`src/rtl/mem_stage_lsu.sv`:
```
// mem_stage_lsu: MEM-stage load/store unit on a req/gnt+rvalid bus; define MEM_MISALIGN_CHECK_EN to add misalignment trapping and MisalignM
module mem_stage_lsu #(
  parameter int RSP_TIMEOUT = 16,
  parameter int VEC_STRIDE  = 4
) (
  input  logic        clk,
  input  logic        rst_n,
  input  logic [31:0] AluOutM,
  input  logic [31:0] StoreDataM,
  input  logic [3:0]  MemWriteM,
  input  logic        MemToRegM,
  input  logic [2:0]  RegWriteM,
  input  logic        MemWriteVecM,
  input  logic [63:0] VecRegWriteData,
  input  logic        ExtStallM,
  output logic        bus_req,
  output logic        bus_we,
  output logic [31:0] bus_addr,
  output logic [31:0] bus_wdata,
  output logic [3:0]  bus_wstrb,
  input  logic        bus_gnt,
  input  logic        bus_rvalid,
  input  logic [31:0] bus_rdata,
  output logic        StallMem,
  output logic [31:0] LoadDataM,
  output logic        LoadValidM,
  output logic        BusErrM
`ifdef MEM_MISALIGN_CHECK_EN
  ,
  output logic        MisalignM
`endif
);
  localparam int CW = $clog2(RSP_TIMEOUT);
  typedef enum logic [1:0] {IDLE, WAIT_RSP, VEC_HI, DONE} state_e;
  state_e        state_q, state_d;
  logic [CW-1:0] cnt_q, cnt_d;
  logic          acc, is_vec, is_st, is_ld, mis, issue, timeout, fin;
  logic [31:0]   hi_addr, sh;
  // decode the held access (reset masks it) and detect completion this cycle
  always_comb begin
    acc    = rst_n & (MemToRegM | (|MemWriteM) | MemWriteVecM);
    is_vec = MemWriteVecM;
    is_st  = !MemWriteVecM & (|MemWriteM);
    is_ld  = !MemWriteVecM & !(|MemWriteM);
`ifdef MEM_MISALIGN_CHECK_EN
    mis = acc & (is_vec ? |AluOutM[1:0]
                        : is_ld & ((RegWriteM == 3'd3 & (|AluOutM[1:0]))
                                 | ((RegWriteM == 3'd2 | RegWriteM == 3'd5) & AluOutM[0])));
`else
    mis = 1'b0;
`endif
    issue   = state_q == IDLE & acc & !mis;
    timeout = state_q == WAIT_RSP & !bus_rvalid & cnt_q == CW'(RSP_TIMEOUT - 1);
    fin     = (state_q == IDLE & acc & (mis | (is_st & bus_gnt)))
            | (state_q == VEC_HI & bus_gnt)
            | (state_q == WAIT_RSP & (bus_rvalid | timeout));
  end
  // next state; DONE parks a finished access until the pipeline moves on
  always_comb begin
    state_d = fin                         ? (ExtStallM ? DONE : IDLE)
            : issue & bus_gnt             ? (is_vec ? VEC_HI : WAIT_RSP)
            : state_q == DONE & !ExtStallM ? IDLE
            : state_q;
    cnt_d   = state_q == WAIT_RSP ? cnt_q + 1'b1 : '0;
  end
  // state and response-timeout counter
  always_ff @(posedge clk or negedge rst_n) begin
    if (!rst_n) begin
      state_q <= IDLE;
      cnt_q   <= '0;
    end else begin
      state_q <= state_d;
      cnt_q   <= cnt_d;
    end
  end
  // bus request fields, pipeline stall and load-data lane extraction
  always_comb begin
    hi_addr   = (AluOutM + 32'(VEC_STRIDE)) & 32'hFFFF_FFFC;
    bus_req   = issue | state_q == VEC_HI;
    bus_we    = bus_req & (state_q == VEC_HI | !is_ld);
    bus_addr  = !bus_req ? '0 : state_q == VEC_HI ? hi_addr : {AluOutM[31:2], 2'b00};
    bus_wdata = !bus_req ? '0 : state_q == VEC_HI ? VecRegWriteData[63:32]
              : is_vec ? VecRegWriteData[31:0] : is_st ? StoreDataM : '0;
    bus_wstrb = !bus_req ? '0 : (state_q == VEC_HI | is_vec) ? 4'hF : is_st ? MemWriteM : '0;
    StallMem  = ((state_q == IDLE & acc) | state_q == VEC_HI | state_q == WAIT_RSP) & !fin;
    sh        = (RegWriteM == 3'd1 | RegWriteM == 3'd4) ? bus_rdata >> {AluOutM[1:0], 3'b000}
              : (RegWriteM == 3'd2 | RegWriteM == 3'd5) ? bus_rdata >> {AluOutM[1], 4'b0000}
              : bus_rdata;
    LoadValidM = (state_q == WAIT_RSP & fin) | (mis & is_ld);
    BusErrM    = timeout;
    LoadDataM  = !(state_q == WAIT_RSP & bus_rvalid) ? '0
               : RegWriteM == 3'd1 ? {{24{sh[7]}}, sh[7:0]}
               : RegWriteM == 3'd2 ? {{16{sh[15]}}, sh[15:0]}
               : RegWriteM == 3'd4 ? {24'b0, sh[7:0]}
               : RegWriteM == 3'd5 ? {16'b0, sh[15:0]}
               : sh;
`ifdef MEM_MISALIGN_CHECK_EN
    MisalignM  = mis;
`endif
  end
endmodule

```
`config.mk`:
```
export PLATFORM = sky130hd
export DESIGN_NAME = mem_stage_lsu
export DESIGN_NICKNAME = d
export VERILOG_FILES = /design/src/rtl/mem_stage_lsu.sv
export SDC_FILE = /design/constraint.sdc
export NUM_CORES = 1
export LEC_CHECK = 0
export CAP_MARGIN = 0
export CORE_MARGIN = 8
export CORE_UTILIZATION = 25
export CTS_BUF_LIST = sky130_fd_sc_hd__clkbuf_2
export CTS_CLUSTER_DIAMETER = 40
export DETAILED_ROUTE_END_ITERATION = 10
export GPL_ROUTABILITY_DRIVEN = 0
export PLACE_DENSITY = 0.67
export SLEW_MARGIN = 5
export SYNTH_ARGS = -nofsm -noshare
export SYNTH_HDL_FRONTEND = slang
export SYNTH_SLANG_ARGS = --single-unit
```
`constraint.sdc`:
```
create_clock -name clk -period 4.95 [get_ports clk]
set_input_delay 1.485 -clock clk [delete_from_list [all_inputs] [get_ports clk]]
set_output_delay 1.485 -clock clk [all_outputs]
set_load 0.01 [all_outputs]
```
==> results of run 1 <==
==> stage by stage <==
stage | hold slack (ns) | cells | area (µm²) | power [µW]
final | 0.466 | 1027 | 6840 | 1470
after global routing | 0.498 | 1027 | 6840 | 1590
after CTS | 0.467 | 1026 | 6740 | 1480
after detailed placement | 0.458 | 1015 | 6610 | 1480
after global placement | 0.444 | 1015 | 6610 | 1460
after floorplan | 0.433 | 525 | 3110 | 664
==> worst paths after layout <==
kind	from	to	slack, ns	cells after the start
setup reg to reg	state_q[0]	state_q[1]	3.13	6
min in group asynchronous	rst_n	cnt_q[0]	1.52	2
max in group asynchronous	rst_n	cnt_q[1]	3.31	2
hold / removal	cnt_q[0]	cnt_q[0]	0.47	1
setup / recovery	RegWriteM[2]	LoadDataM[8]	0.06	6
hold reg to reg	cnt_q[0]	cnt_q[0]	0.47	1
==> per-layer routing <==
metal	track usage, %	routed length [µm]	vias up
met5	0	0	-
met4	3.92	230	0
met3	7.15	2050	16
met2	36.5	8550	241
met1	21.6	6660	2312
li1	-	-	2508
==> cell usage in the layout (no fill, tap or decap), types with 3 or more instances in the layout <==
cell | netlist | layout
inv_1 | 18 | 18
buf_12 | 0 | 5
dlymetal6s2s_1 | 0 | 21
nor3_1 | 7 | 6
nand2_1 | 82 | 80
and2_1 | 5 | 5
nand4_1 | 6 | 6
a21o_1 | 8 | 7
buf_4 | 3 | 88
xor2_1 | 9 | 9
maj3_1 | 8 | 8
nand3_1 | 21 | 21
clkdlybuf4s50_1 | 0 | 179
buf_6 | 4 | 5
nor4_4 | 0 | 3
dfrtp_1 | 6 | 6
clkbuf_2 | 0 | 4
a21oi_1 | 54 | 54
a211oi_1 | 7 | 7
o21ai_0 | 43 | 43
o21ai_2 | 11 | 11
dlygate4sd2_1 | 0 | 67
buf_2 | 10 | 5
mux4_2 | 8 | 8
nor2_1 | 95 | 94
xnor2_1 | 18 | 18
clkdlybuf4s15_1 | 0 | 3
a222oi_1 | 7 | 7
nand2b_1 | 3 | 3
nor4_2 | 1 | 9
mux2i_1 | 9 | 9
==> state kept, by name (all words and copies together) (netlist names) <==
register,count
cnt_q,4
state_q,2
==> area by class of cell <==
| cell class | count | area, µm² | share of cell area, % |
|---|---|---|---|
| inverters | 18 | 67.6 | 0.987 |
| repair buffers | 376 | 3570 | 52.2 |
| multi-input cells | 456 | 2830 | 41.3 |
| flip-flops and latches | 6 | 150 | 2.19 |
| well taps | 168 | 210 | 3.07 |
| clock buffers | 3 | 15.0 | 0.219 |
==> kinds of logic (layout without fill, tap and decap cells) <==
| family | count (synthesis) | count (layout) | share of synthesized area (%) |
|---|---|---|---|
| AND/OR/NAND/NOR | 255 | 255 | 36.9 |
| AO/OA/AOI/OAI | 145 | 145 | 29.1 |
| buffers and inverters | 63 | 397 | 9.33 |
| XOR/XNOR | 27 | 27 | 7.60 |
| multiplexers | 17 | 17 | 8.69 |
| adder cells (fa/ha/maj) | 10 | 10 | 3.38 |
| flip-flops | 6 | 6 | 4.83 |
| other | 1 | 2 | 0.121 |
==> report_power, final <==
part	internal, µW	switching [µW]	leakage, µW	total [µW]
registers	61.8	24.0	0.0000803	85.8
clock network	16.4	15.5	0.0000125	31.9
logic	700	656	0.00332	1360
==> timing repair <==
item,CTS,global route
resized for setup,122,33
gates cloned,2,0
endpoints found under the setup margin,97,56
pin swaps,5,6
setup buffers,7,1
hold endpoints to repair,0,0
==> worst max-delay path, delay by kind of cell <==
family / cells / cell delay (ns)
AO/OA/AOI/OAI: 3 / 0.74
buffers and inverters: 3 / 1.18
==> flow_metrics.tcl, run 1 <==
set metrics [dict create \
    status "completed" \
    cts-buffers-inserted 3 \
    vdd_drop_max_v 0.000172 \
    hp-class "reg2reg" \
    synth_top_area_share_pct 11.5 \
    slowest_stage "clkdlybuf4s50_1" \
    min_period_ns 4.89 \
    place_ws_ns -0.273 \
    avgSynthCellArea_um2 5.94 \
    antenna_found_initial 0 \
    async_reset_ff_share_pct 100 \
    area_growth_pct 120 \
    crit_chain "clkdlybuf4s50_1 > buf_4 > a21o_2 > a222oi_1 > a21oi_1 > clkdlybuf4s50_1" \
    cts_hold_buf 0 \
    initial_utilization_pct 25.8 \
    die_w_um 128 \
    fin_tns_setup_ns 0 \
    core_um2 12100 \
    io_pins 279 \
    dp_hpwl_um 14500 \
    final_layout_size_suffix_gt1_share_pct 18.7 \
    ys.flop_type "dfrtp_1" \
    cp.arrival_ns 3.40 \
    synth.distinct_cells 52 \
    grt_pass1_wl_um 26700 \
    setup_viol 0 \
    drv_cap 0 \
    gr-usage-all-layers_pct 19.9 \
    vias 5077 \
    cts_buffer_depth 2 \
    antenna_cells 0 \
    grt_pass1_vias 5131 \
    cts_max_level 1 \
    drc 0 \
    dieArea_um2 16300 \
    crit_path_max_incr_delay_ns 0.49 \
    drt_first_iter_violations 374 \
    rows 40 \
    insertion_delay_ns 0.21 \
    die_h_um 128 \
    grt_max_degree 69 \
    end_kind "output port" \
    detail-route-antenna-nets 0 \
    synth-seq-cells 6 \
    p_leak_uw 0.00342 \
    finalWirelength_um 17500 \
    criticalPathCategory "in2out" \
    synthTopCellsByCount "nor2_1 (95), nand2_1 (82), a21oi_1 (54), o21ai_0 (43), clkbuf_1 (24)" \
    hold_viol 0 \
    yosysWarnings 0 \
    fin_ws_ns 0.0624 \
    fill_cells 1143 \
    slew_viol_final 0 \
    fmax_ghz 0.205 \
    ys_top_cells_by_area "nor2_1 (11%), nand2_1 (9.9%), a21oi_1 (8.7%), o21ai_0 (6.9%), mux4_2 (5.8%)" \
    fin_crit_sh_pct 98.7 \
    post-synth-top-area-cell "nor2_1" \
    cts_sinks 6 \
    clkTransAtPathRegs_ns 0.06 \
    fin_skew_ns 0.00695 \
    nets 1037 \
    vias_per_cell 4.94 \
    synth_most_common_cell "nor2_1" \
    cts_tree "done" \
    wire_per_inst_um 17.0 \
    firstDrtPassIters 5 \
    syn_inst 524 \
    crit_top_cell "clkdlybuf4s50_1" \
    portBuffers 276 \
    ys_seq_area_share_pct 4.83 \
    start_kind "input pin" \
    netlist_area_um2 3110 \
    synth_edf_count 0 \
    crit_required_ns 3.46 \
    root_buffer "clkbuf_2" \
    final_util_pct 56.7 \
    grt-ovfl-total 0 \
    path_max_fanout 11 \
    power_density_nw_per_um2 215 \
]
Power figures use the tool's default switching activity.
==> inputs of run 2 (changes only) <==
--- a/config.mk
+++ b/config.mk
@@ -6,13 +6,13 @@
 export NUM_CORES = 1
 export LEC_CHECK = 0
 export CAP_MARGIN = 0
-export CORE_MARGIN = 8
-export CORE_UTILIZATION = 25
+export CORE_AREA = 5 5 107 109
 export CTS_BUF_LIST = sky130_fd_sc_hd__clkbuf_2
 export CTS_CLUSTER_DIAMETER = 40
 export DETAILED_ROUTE_END_ITERATION = 10
+export DIE_AREA = 0 0 112 114
 export GPL_ROUTABILITY_DRIVEN = 0
-export PLACE_DENSITY = 0.67
+export PLACE_DENSITY = 0.79
 export SLEW_MARGIN = 5
 export SYNTH_ARGS = -nofsm -noshare
 export SYNTH_HDL_FRONTEND = slang
==> run 2 against run 1 <==
Against the previous run: clock skew fell by 0.0032 ns; power fell by 1.2%; wire length shrank 1.3%; largest power group unchanged; clock-buffer cell count is the same; first-iteration DRC count grew 1.9%.
==> flow_metrics.tcl, run 2 (synthesis results as in run 1) <==
set metrics [dict create \
    status "completed" \
    grt_pass1_vias 5275 \
    grt-ovfl-total 0 \
    dieArea_um2 12800 \
    detail-route-antenna-nets 0 \
    clkTransAtPathRegs_ns 0.06 \
    ff2ff_setup_slack_ns 3.14 \
    p_leak_uw 0.00343 \
    dp_cells 983 \
    cts_buffer_depth 2 \
    fill_cells 878 \
    dp_hpwl_um 13500 \
    root_buffer "clkbuf_2" \
    die_w_um 112 \
    power_density_nw_per_um2 213 \
    layout_commonest_cell "clkdlybuf4s50_1" \
    crit_path_max_incr_delay_ns 0.45 \
    insertion_delay_ns 0.23 \
    cts-buffers-inserted 3 \
    cts_hold_buf 0 \
    area_growth_pct 120 \
    min_path_cells 1 \
    die_h_um 114 \
    antenna_found_initial 0 \
    grt_max_degree 65 \
    drt_first_iter_violations 381 \
    r2r_cells 6 \
    r2r-end "state_q[1]" \
    largestRegisters "cnt_q: 4 flops, state_q: 2 flops" \
    vias 5245 \
    antenna_cells 0 \
    layout_common_cells "clkdlybuf4s50_1 (180), nor2_1 (94), buf_4 (89), nand2_1 (80), dlygate4sd2_1 (70)" \
    gr-usage-all-layers_pct 24.9 \
    drv_cap 0 \
    top_register "cnt_q" \
    io_pins 279 \
    slowest_stage "clkdlybuf4s50_1" \
    vdd_drop_max_v 0.000156 \
    vias_per_cell 5.25 \
    crit_cells 9 \
    final_layout_size_suffix_gt1_share_pct 19.7 \
    hold_viol 0 \
    initial_utilization_pct 29.6 \
    wire_per_inst_um 17.3 \
    largest_register_ffs 4 \
    setup_viol 0 \
    slew_viol_final 0 \
    cts_tree "done" \
    fmax_ghz 0.203 \
    min_period_ns 4.92 \
    fin_crit_sh_pct 99.3 \
    holdWs_ns 0.477 \
    portBuffers 276 \
    criticalPathCategory "in2out" \
    rows 38 \
    crit_family "buffers and inverters" \
    fin_ws_ns 0.0337 \
    drc 0 \
    cts_max_level 1 \
    crit_required_ns 3.46 \
    core_um2 10500 \
    fin_skew_ns 0.00372 \
    finalWirelength_um 17300 \
    place_ws_ns -0.271 \
    cts_sinks 6 \
    start_kind "input pin" \
    grt_pass1_wl_um 26700 \
    path_max_fanout 4 \
    nets 1037 \
    r2r-start "state_q[0]" \
    crit_chain "clkdlybuf4s50_1 > ha_1 > and2_4 > buf_4 > and4_2 > nor2b_2 > xnor2_1 > nor2_1 > clkdlybuf4s15_1" \
    firstDrtPassIters 5 \
    end_kind "output port" \
    hold_end "cnt_q[0]" \
    hp-class "reg2reg" \
    finalNonFillerCells 999 \
    worst-path-buf-inv 3 \
    cp.arrival_ns 3.43 \
    hp-start "cnt_q[0]" \
]
run 2: cell count changes in the layout (fill, tap and decap cells not counted), sizes merged:
cell,delta
clkdlybuf4s50,+1
buf,-1
dlymetal6s2s,-2
dlygate4sd2,+3
clkdlybuf4s15,-2
clkbuf,+1
run 2: stage by stage:
| stage | utilization [%] | setup TNS (ns) | power, µW | area, µm² |
|---|---|---|---|---|
| 6_report | 65.1 | 0 | 1460 | 6840 |
| 5_1_grt | 65.1 | -0.0937 | 1560 | 6840 |
| 4_1_cts | 63.9 | -0.138 | 1440 | 6710 |
| 3_5_place_dp | 62.1 | -15.88 | 1440 | 6530 |
| 3_3_place_gp | 62.1 | -13.04 | 1420 | 6530 |
| 2_1_floorplan | - | 0 | 664 | 3110 |
run 2: final cells by class:
| type | instances | area, µm² | area share, % |
|---|---|---|---|
| repair buffers | 376 | 3550 | 52.0 |
| multi-input cells | 456 | 2870 | 42.0 |
| inverters | 18 | 67.6 | 0.988 |
| flip-flops and latches | 6 | 150 | 2.20 |
| clock buffers | 3 | 15.0 | 0.220 |
| well taps | 140 | 175 | 2.56 |
run 2: metal layers:
| metal | global-route usage [%] | vias up | part of all wire (%) |
|---|---|---|---|
| met1 | 28.8 | 2406 | 37 |
| met4 | 8.57 | 0 | 2.5 |
| met5 | 0 | - | 0 |
| met2 | 44.4 | 292 | 50 |
| met3 | 7.11 | 32 | 10 |
| li1 | - | 2515 | - |
run 2: repair_timing:
action	4_1_cts	5_1_grt
cloned	1	0
gates resized for setup	123	39
setup endpoints to repair	94	49
buffers inserted	8	4
pin swaps	5	5
run 2: worst max-delay path by stage:
stage | slack [ns] | endpoint | startpoint
6_report | 0.03 | bus_addr[18] | AluOutM[2]
5_1_grt | -0.05 | bus_addr[10] | AluOutM[2]
4_1_cts | -0.12 | bus_addr[30] | AluOutM[20]
3_5_place_dp | -0.27 | bus_addr[30] | AluOutM[20]
3_3_place_gp | -0.20 | LoadDataM[3] | RegWriteM[0]
2_1_floorplan | 0.68 | bus_wdata[10] | MemWriteM[2]
run 2: power breakdown:
part | switching [µW] | total [µW] | internal (µW)
Sequential | 22.8 | 84.6 | 61.8
Clock | 19.1 | 35.5 | 16.4
Combinational | 655 | 1340 | 682
==> inputs of run 3 (changes only) <==
--- a/config.mk
+++ b/config.mk
@@ -5,14 +5,15 @@
 export SDC_FILE = /design/constraint.sdc
 export NUM_CORES = 1
 export LEC_CHECK = 0
+export ABC_AREA = 1
 export CAP_MARGIN = 0
-export CORE_AREA = 5 5 107 109
+export CORE_AREA = 5 5 106 108
 export CTS_BUF_LIST = sky130_fd_sc_hd__clkbuf_2
 export CTS_CLUSTER_DIAMETER = 40
 export DETAILED_ROUTE_END_ITERATION = 10
-export DIE_AREA = 0 0 112 114
+export DIE_AREA = 0 0 111 113
 export GPL_ROUTABILITY_DRIVEN = 0
-export PLACE_DENSITY = 0.79
+export PLACE_DENSITY = 0.83
 export SLEW_MARGIN = 5
 export SYNTH_ARGS = -nofsm -noshare
 export SYNTH_HDL_FRONTEND = slang
==> run 3 against run 2 <==
Against the previous run: the flow now finishes with violations (setup timing); register-to-register slack gained 0.14 ns; setup slack lost 0.086 ns; sequential share of layout area decreased by 0.13 points; final area rose by 6.5%; critical path type unchanged; critical endpoint unchanged; largest power group unchanged; highest routed layer unchanged.
==> flow_metrics.tcl, run 3 <==
set metrics [dict create \
    synth_top_area_share_pct 22.2 \
    hp-class "reg2reg" \
    holdWs_ns 0.465 \
    switching_share_pct 50.8 \
    p_leak_uw 0.00385 \
    place_ws_ns -0.319 \
    start_kind "input pin" \
    vias_per_cell 5.13 \
    root_buffer "clkbuf_2" \
    r2r-start "state_q[0]" \
    p_int_uw 977 \
    crit_required_ns 3.46 \
    gr-usage-all-layers_pct 28.1 \
    min_path_cells 1 \
    ys_top_cells_by_area "nand2_1 (22%), a21oi_1 (15%), nor2_1 (10%), o21ai_0 (9.3%), nand3_1 (8.7%)" \
    r2r-end "state_q[1]" \
    final_layout_size_suffix_gt1_share_pct 16.7 \
    firstDrtPassIters 5 \
    fmax_ghz 0.200 \
    synth_most_common_cell "nand2_1" \
    nets 1245 \
    hold_end "cnt_q[0]" \
    grt_max_degree 45 \
    cts_buffer_depth 2 \
    vdd_drop_max_v 0.000203 \
    grt_pass1_vias 5881 \
    wire_per_inst_um 15.8 \
    power_density_nw_per_um2 273 \
    cts-buffers-inserted 3 \
    grt-ovfl-total 0 \
    switchingPower_uw 1010 \
    rsz0062_at_grt "true" \
    rows 37 \
    clkPwrFrac_pct 1.7 \
    ff2ff_setup_slack_ns 3.28 \
    finalWirelength_um 19000 \
    p_comb_share_pct 94.4 \
    layout_common_cells "nand2_1 (199), clkdlybuf4s50_1 (181), buf_4 (106), a21oi_1 (99), nor2_1 (86)" \
    cp.arrival_ns 3.52 \
    largestRegisters "cnt_q: 4 flops, state_q: 2 flops" \
    crit_path_max_incr_delay_ns 0.49 \
    fin_ws_ns -0.0520 \
    fin_crit_sh_pct 101 \
    drv_cap 0 \
    final_util_pct 71.8 \
    io_pins 279 \
    drc 0 \
    crit_chain "clkdlybuf4s50_1 > ha_2 > nand3_1 > nor2_2 > nand2_2 > nor2_4 > nand2_2 > nor2_2 > buf_4 > xnor2_1 > nor2_1 > dlygate4sd2_1" \
    hp-start "cnt_q[0]" \
    drt_first_iter_violations 461 \
    antenna_cells 0 \
    pwr-share-seq_pct 3.9 \
    grt_pass1_wl_um 29600 \
    netlist_area_um2 3430 \
    min_period_ns 5.00 \
    post-synth-top-area-cell "nand2_1" \
    crit_family "buffers and inverters" \
    ys.flop_type "dfrtp_1" \
    path_max_fanout 3 \
    fin_skew_ns 0.00645 \
    area_growth_pct 112 \
    synth-seq-cells 6 \
    synth.distinct_cells 36 \
    async_reset_ff_share_pct 100 \
    cts_tree "done" \
    ys_seq_area_share_pct 4.37 \
    dp_hpwl_um 15400 \
    dieArea_um2 12500 \
    avgSynthCellArea_um2 4.85 \
    antenna_found_initial 0 \
    syn_inst 708 \
    insertion_delay_ns 0.23 \
    criticalPathCategory "in2out" \
    end_kind "output port" \
    vias 6174 \
    synthTopCellsByCount "nand2_1 (203), a21oi_1 (103), nor2_1 (91), o21ai_0 (64), nand3_1 (60)" \
    worst-path-buf-inv 3 \
    cts_hold_buf 0 \
    layout_commonest_cell "nand2_1" \
    status "finished with violations" \
    clkTransAtPathRegs_ns 0.05 \
    yosysWarnings 0 \
    hold_viol 0 \
    largest_register_ffs 4 \
    setup_viol 1 \
    r2r_cells 9 \
    cts_sinks 6 \
    top_register "cnt_q" \
    synth_edf_count 0 \
    detail-route-antenna-nets 0 \
    portBuffers 276 \
    slowest_stage "clkdlybuf4s50_1" \
    die_w_um 111 \
    die_h_um 113 \
    slew_viol_final 0 \
    cts_max_level 1 \
    violations "setup timing" \
    initial_utilization_pct 33.9 \
    core_um2 10100 \
]
==> run 3: worst max-delay path by stage <==
stage                from      endpoint  slack (ns)  cells past startpoint
6_report       AluOutM[2]  bus_addr[18]       -0.05                     12
5_1_grt        AluOutM[2]  bus_addr[18]       -0.11                     12
4_1_cts        AluOutM[3]  bus_addr[18]       -0.03                     12
3_5_place_dp   AluOutM[3]  bus_addr[18]       -0.32                     12
3_3_place_gp   AluOutM[3]  bus_addr[12]       -0.20                     10
2_1_floorplan  AluOutM[2]  bus_addr[12]        0.79                      8
==> run 3: cell type report <==
type	instances	area, µm²
timing repair buffer	397	3750
multi-input combinational	599	2950
fill	883	2860
inverter	62	238
tap	136	170
sequential	6	150
clock buffer	3	15.0
==> run 3: worst register-to-register path, stage by stage, from the launching register on <==
cell and delay (ns):
dfrtp_1 0.41, inv_2 0.07, nand2_2 0.07, clkinv_1 0.26
nand2_1 0.14, nand3_1 0.11, o21bai_1 0.20, buf_4 0.14
nand2_1 0.07, nand3_1 0.08
==> run 3: power groups by stage <==
stage | Clock [µW] | Combinational [µW] | Sequential (µW)
4_1_cts | 34.2 | 1880 | 76.7
3_5_place_dp | 0 | 1930 | 77.6
3_3_place_gp | 0 | 1920 | 76.5
5_1_grt | 40.0 | 2020 | 78.1
6_report | 34.1 | 1870 | 76.9
2_1_floorplan | 0 | 810 | 73.5
==> run 3: what timing repair did <==
action                                  in CTS  in global routing
gates cloned                                 0                  0
endpoints found under the setup margin      82                 56
pin swaps                                    3                  6
resized for setup                           95                 52
buffers inserted                             9                  4
==> run 3: metal layers <==
layer	wire length [µm]	vias up	global-route usage [%]
met4	737	0	10.0
li1	-	3044	-
met2	9420	329	51.9
met1	7170	2747	32.0
met5	0	-	0
met3	1690	54	5.99
==> run 3: cells by family after synthesis <==
| group | Yosys count | synth area share [%] |
|---|---|---|
| AOI/OAI and AO/OA | 187 | 28.8 |
| adders and majority gates | 2 | 0.729 |
| and+or+nand+nor | 390 | 48.9 |
| DFF | 6 | 4.37 |
| other | 1 | 0.109 |
| xor gates and xnor gates | 18 | 4.59 |
| buffers and inverters | 104 | 12.5 |
==> run 3: metrics by stage <==
| step | power (µW) | cell area, µm² | setup TNS (ns) | instances |
|---|---|---|---|---|
| 5_1_grt | 2140 | 7280 | -0.139 | 1203 |
| 4_1_cts | 2000 | 7170 | -0.0341 | 1199 |
| 3_3_place_gp | 1990 | 7090 | -7.49 | 1187 |
| 3_5_place_dp | 2010 | 7090 | -9.63 | 1187 |
| 2_1_floorplan | 884 | 3440 | 0 | 709 |
| 6_report | 1990 | 7280 | -0.0520 | 1203 |
